--- config.mk ---
export PLATFORM = sky130hd
export DESIGN_NAME = cam_seq_ctrl
export DESIGN_NICKNAME = d
export VERILOG_FILES = /design/src/rtl/cam_pkg.sv /design/src/rtl/cam_seq_ctrl.sv
export SDC_FILE = /design/constraint.sdc
export NUM_CORES = 1
export LEC_CHECK = 0
export CAP_MARGIN = 20
export CORE_MARGIN = 8
export CORE_UTILIZATION = 46
export DETAILED_ROUTE_END_ITERATION = 8
export GPL_ROUTABILITY_DRIVEN = 0
export PLACE_DENSITY = 0.72
export SETUP_SLACK_MARGIN = 0.1
export SLEW_MARGIN = 10
export SYNTH_ARGS = -nofsm -noshare
export SYNTH_HDL_FRONTEND = slang
export SYNTH_SLANG_ARGS = --single-unit
--- constraint.sdc ---
create_clock -name clk -period 1.9 [get_ports clk]
set_clock_uncertainty 0.05 [all_clocks]
set_input_delay 0.38 -clock clk [delete_from_list [all_inputs] [get_ports clk]]
set_output_delay 0.38 -clock clk [all_outputs]
set_load 0.05 [all_outputs]
--- src/rtl/cam_pkg.sv ---
// Shared definitions for the CAM dot-product sequencer and the state decoder.
// The state codes live here so both sides always agree on the encoding.
package cam_pkg;

    localparam int DEF_EXP_W  = 8;
    localparam int DEF_MAN_W  = 8;
    localparam int DEF_PSUM_W = 16;

    localparam logic [3:0] ST_IDLE     = 4'b0000;
    localparam logic [3:0] ST_STORE    = 4'b0001;
    localparam logic [3:0] ST_EXP_CS   = 4'b0010;
    localparam logic [3:0] ST_EXP_BIT  = 4'b0011;
    localparam logic [3:0] ST_ST_EMAX  = 4'b0100;
    localparam logic [3:0] ST_EMAX_ADD = 4'b0101;
    localparam logic [3:0] ST_FIND     = 4'b0110;
    localparam logic [3:0] ST_SHIFT    = 4'b0111;
    localparam logic [3:0] ST_PMUL     = 4'b1000;
    localparam logic [3:0] ST_PSUM     = 4'b1001;
    localparam logic [3:0] ST_DONE     = 4'b1111;

    typedef enum logic [3:0] {
        S_IDLE     = ST_IDLE,
        S_STORE    = ST_STORE,
        S_EXP_CS   = ST_EXP_CS,
        S_EXP_BIT  = ST_EXP_BIT,
        S_ST_EMAX  = ST_ST_EMAX,
        S_EMAX_ADD = ST_EMAX_ADD,
        S_FIND     = ST_FIND,
        S_SHIFT    = ST_SHIFT,
        S_PMUL     = ST_PMUL,
        S_PSUM     = ST_PSUM,
        S_DONE     = ST_DONE
    } state_e;

    function automatic int max_int(input int a, input int b);
        return (a > b) ? a : b;
    endfunction

endpackage

--- src/rtl/cam_seq_ctrl.sv ---
// Operation sequencer for the CAM floating-point dot-product datapath:
// walks store, exponent add, Emax, alignment and bit-serial multiply/accumulate.
module cam_seq_ctrl
    import cam_pkg::*;
#(
    parameter int  EXP_W  = DEF_EXP_W,
    parameter int  MAN_W  = DEF_MAN_W,
    parameter int  PSUM_W = DEF_PSUM_W,
    localparam int BW     = $clog2(max_int(EXP_W + 1, PSUM_W)),
    localparam int IW     = (MAN_W > 1) ? $clog2(MAN_W) : 1
) (
    input  logic          clk,
    input  logic          rst,
    input  logic          start,
    input  logic          stall,
    input  logic          no_match,
    output logic [3:0]    state_ctrl,
    output logic [BW-1:0] bit_idx,
    output logic [IW-1:0] iter_idx,
    output logic          busy
);

    localparam logic [BW-1:0] EXP_LAST  = BW'(EXP_W - 1);
    localparam logic [BW-1:0] EMAX_LAST = BW'(EXP_W);      // extra carry/sign bit
    localparam logic [BW-1:0] PSUM_LAST = BW'(PSUM_W - 1);
    localparam logic [IW-1:0] ITER_LAST = IW'(MAN_W - 1);

    state_e state;

    // NOTE: reset is sampled on the clock edge and wins over stall/start;
    // all state updates are non-blocking so every register sees pre-edge values.
    always_ff @(posedge clk) begin
        if (rst) begin
            state    <= S_IDLE;
            bit_idx  <= '0;
            iter_idx <= '0;
        end else if (state == S_IDLE) begin
            if (start && !stall) state <= S_STORE;
        end else if (!stall) begin
            case (state)
                S_STORE:   state <= S_EXP_CS;
                S_EXP_CS:  state <= S_EXP_BIT;
                S_EXP_BIT: begin
                    if (bit_idx == EXP_LAST) begin
                        state   <= S_ST_EMAX;
                        bit_idx <= '0;
                    end else begin
                        bit_idx <= bit_idx + 1'b1;
                    end
                end
                S_ST_EMAX: state <= S_EMAX_ADD;
                S_EMAX_ADD: begin
                    if (bit_idx == EMAX_LAST) begin
                        state    <= S_FIND;
                        bit_idx  <= '0;
                        iter_idx <= '0;
                    end else begin
                        bit_idx <= bit_idx + 1'b1;
                    end
                end
                S_FIND: begin
                    // no_match means every row is aligned: skip the remaining shifts
                    if (no_match) begin
                        state    <= S_PMUL;
                        iter_idx <= '0;
                    end else begin
                        state <= S_SHIFT;
                    end
                end
                S_SHIFT: begin
                    if (iter_idx == ITER_LAST) begin
                        state    <= S_PMUL;
                        iter_idx <= '0;
                    end else begin
                        state    <= S_FIND;
                        iter_idx <= iter_idx + 1'b1;
                    end
                end
                S_PMUL: state <= S_PSUM;
                S_PSUM: begin
                    if (bit_idx == PSUM_LAST) begin
                        bit_idx <= '0;
                        if (iter_idx == ITER_LAST) begin
                            state <= S_DONE;
                        end else begin
                            state    <= S_PMUL;
                            iter_idx <= iter_idx + 1'b1;
                        end
                    end else begin
                        bit_idx <= bit_idx + 1'b1;
                    end
                end
                default: begin
                    // DONE, and recovery from any undriven code
                    state    <= S_IDLE;
                    bit_idx  <= '0;
                    iter_idx <= '0;
                end
            endcase
        end
    end

    assign state_ctrl = state;
    assign busy       = (state != S_IDLE);

endmodule

==> metrics <==
Clk Latency, worst-skew pair=about 0.27 ns; top-count cell post-synth=dfxtp_1; Worst-Margin Slew=between 0.4 and 0.5 ns; antenna violations before repair=0; Seq cells post-synth=11; crit path max fanout=2; first-pass detailed-route iteration total=4; R2R cell count=5; minimum period implied by the final worst setup slack=about 1.8 ns; syn_nets=114; grt total ovfl=0; Total GRT Usage=0.133; busiest metal layer after global routing=met2; Routed WL per cell=14.9 um; Post-Place Worst Slack=-0.0738 ns; cell taking the most area after synthesis=dfxtp_1; register area share after synthesis=0.244; Main synth FF type=dfxtp_1; TritonCTS Buffers=3; drt total wl=~2.4 mm; met1 usage=0.171; Final WS setup=around 0.13 ns; setup TNS=0 ns; pwr dens=approximately 440 nW/um^2; Final nets=around 140; largest net degree at the start of global routing=21; htree depth=1; io pins=17; post-synthesis mux area share=0.0789; WP data required=around 1.5 ns; Worst Hold Path Cells=2; area delta synth->final=37.3%; peak supply drop=between 0.0004 and 0.0005 V; total power=roughly 0.55 mW; syn_area_per_cell=around 8.6 um^2; EDFF count, synth=0; worst min path class=reg2reg; CP Capture Type=primary output; Compound-Gate Fraction of Synth Area=0.242; fin util=0.652; xor-xnor portion of the synthesized cell area=0.00970; met2 usage=0.210; Synth warnings=0; Critical Path AT=between 1 and 1.5 ns; largest family of logic cells by synthesized area=simple AND/OR/NAND/NOR gates; Core Rows=16; Rel. slew slack=0.728; footprint of the multi-input gates=about 670 um^2; post-synthesis async set-or-reset flop share=0; post-synthesis simple-gate area fraction=0.303; post-route ant nets=0; routed vias=slightly above 900; # diodes=0; post-synth top area share=0.244; drt initial violations=31; root buf cell=clkbuf_4; RSZ-0062 raised after global routing=true; adder-cell area share of the yosys netlist=0.0554; cell count after synthesis=~110; element type at the critical path start=flip-flop; register area=around 250 um^2; maximum clock path buffer count=2; first-pass GRT wire length=roughly 3.8 mm; Final Cycle Share=0.929; number of fillers in the final layout=~180; largest cells by area after synthesis=dfxtp_1 24%, mux2i_1 6.6%, ha_1 5.5%, o211ai_1 5.0%, nand4bb_1 3.7%; status=complete, no violations; vias in the first global route=about 860; IO buf count=16; Die Height=around 60 um; # clock sinks=11; die area=roughly 3600 um^2; TritonCTS clock tree=yes; Fmax=between 500 and 600 MHz; R2R Setup Slk=between 0.15 and 0.2 ns; Final Max Slew Viols=0; chip width=60.3 um; Worst-path clk slew=roughly 0.080 ns; Finish-stage setup viols=0; P_leak=0.480 nW; hold_buf cts=0; Setup CP Type=reg2out; Initial Utilization=0.475; Netlist cell types=43; layout cells sized above 1=0.379; grt met3 use=0.0280; Post-synth top cells=11 x dfxtp_1, 8 x nand2_1, 6 x mux2i_1, 6 x nor2_1, 6 x o211ai_1; CORE AREA=1900 um^2; vias per inst=roughly 5.9; Max Cap Viol=0; Post-Syn Area=903 um^2; Final Hold Fails=0; DPL Wire Length=~1.7 mm; drt drc=0
[worst paths after layout]
| check | start | to |
|---|---|---|
| setup / recovery | state_ctrl[0]$_SDFFE_PP0P_ | busy |
| hold / removal | iter_idx[2]$_SDFFE_PP0P_ | iter_idx[2]$_SDFFE_PP0P_ |
| hold reg to reg | iter_idx[2]$_SDFFE_PP0P_ | iter_idx[2]$_SDFFE_PP0P_ |
| setup reg to reg | state_ctrl[3]$_SDFFE_PP0P_ | state_ctrl[0]$_SDFFE_PP0P_ |
[through the flow]
stage,cells,hold WS [ns],area [um^2]
4_1_cts,158,0.422,1200
3_3_place_gp,149,0.407,1130
3_5_place_dp,149,0.410,1130
6_report,159,0.437,1240
5_1_grt,159,0.469,1240
2_1_floorplan,105,0.389,963
[critical path: stages, from the launching register on]
cell and delay [ns]:
dfxtp_4 0.35, or4_4 0.54, buf_6 0.17
[per-layer routing]
layer	vias up	part of all wire
li1	452	-
met1	445	0.47
met2	30	0.45
met3	4	0.067
met4	0	0.011
met5	-	0
[cell families after synthesis]
| kind of cell | Yosys count |
|---|---|
| flip-flops | 11 |
| AO/OA/AOI/OAI | 28 |
| adder cells (fa/ha/maj) | 4 |
| AND/OR/NAND/NOR | 42 |
| buffers and inverters | 12 |
| multiplexers | 7 |
| XOR/XNOR | 1 |
[sequential cells by signal, indices dropped and copies added, names as in the netlist]
register / cells
bit_idx: 4
state_ctrl: 4
iter_idx: 3
[layout by cell type, fill, tap and decap left out, types with 2 or more instances in the layout]
cell / n
dfxtp_2: 3
mux2i_1: 6
nand2b_1: 2
nor3_1: 3
o21ai_1: 2
a21oi_1: 3
nor2_1: 6
ha_4: 3
inv_1: 5
nand2_1: 8
o211ai_1: 6
clkbuf_4: 3
nor2b_1: 4
a31oi_1: 2
nand3_1: 3
and3b_1: 2
and3_1: 3
clkdlybuf4s50_1: 4
dfxtp_4: 8
o2111ai_1: 2
nand4bb_1: 3
buf_4: 24
[repair_timing]
action                     4_1_cts  5_1_grt
pin swaps                        0        2
buffers inserted                 5        1
hold endpoints to repair         0        0
gates resized for setup          3        5
setup endpoints to repair        1        3
[final cells by class]
class	instances	share of cell area
clock buffer	4	0.0212
inverter	6	0.0182
multi-input combinational	82	0.542
sequential	11	0.205
tap	27	0.0272
timing repair buffer	29	0.187
[power by group]
group | leakage (nW) | switching (mW) | internal [mW]
Combinational | 0.368 | 0.0841 | 0.0581
Clock | 0.0150 | 0.0889 | 0.0814
Sequential | 0.0967 | 0.00663 | 0.226
Total | 0.480 | 0.180 | 0.365
No activity file was read; power rests on OpenSTA's default activity.
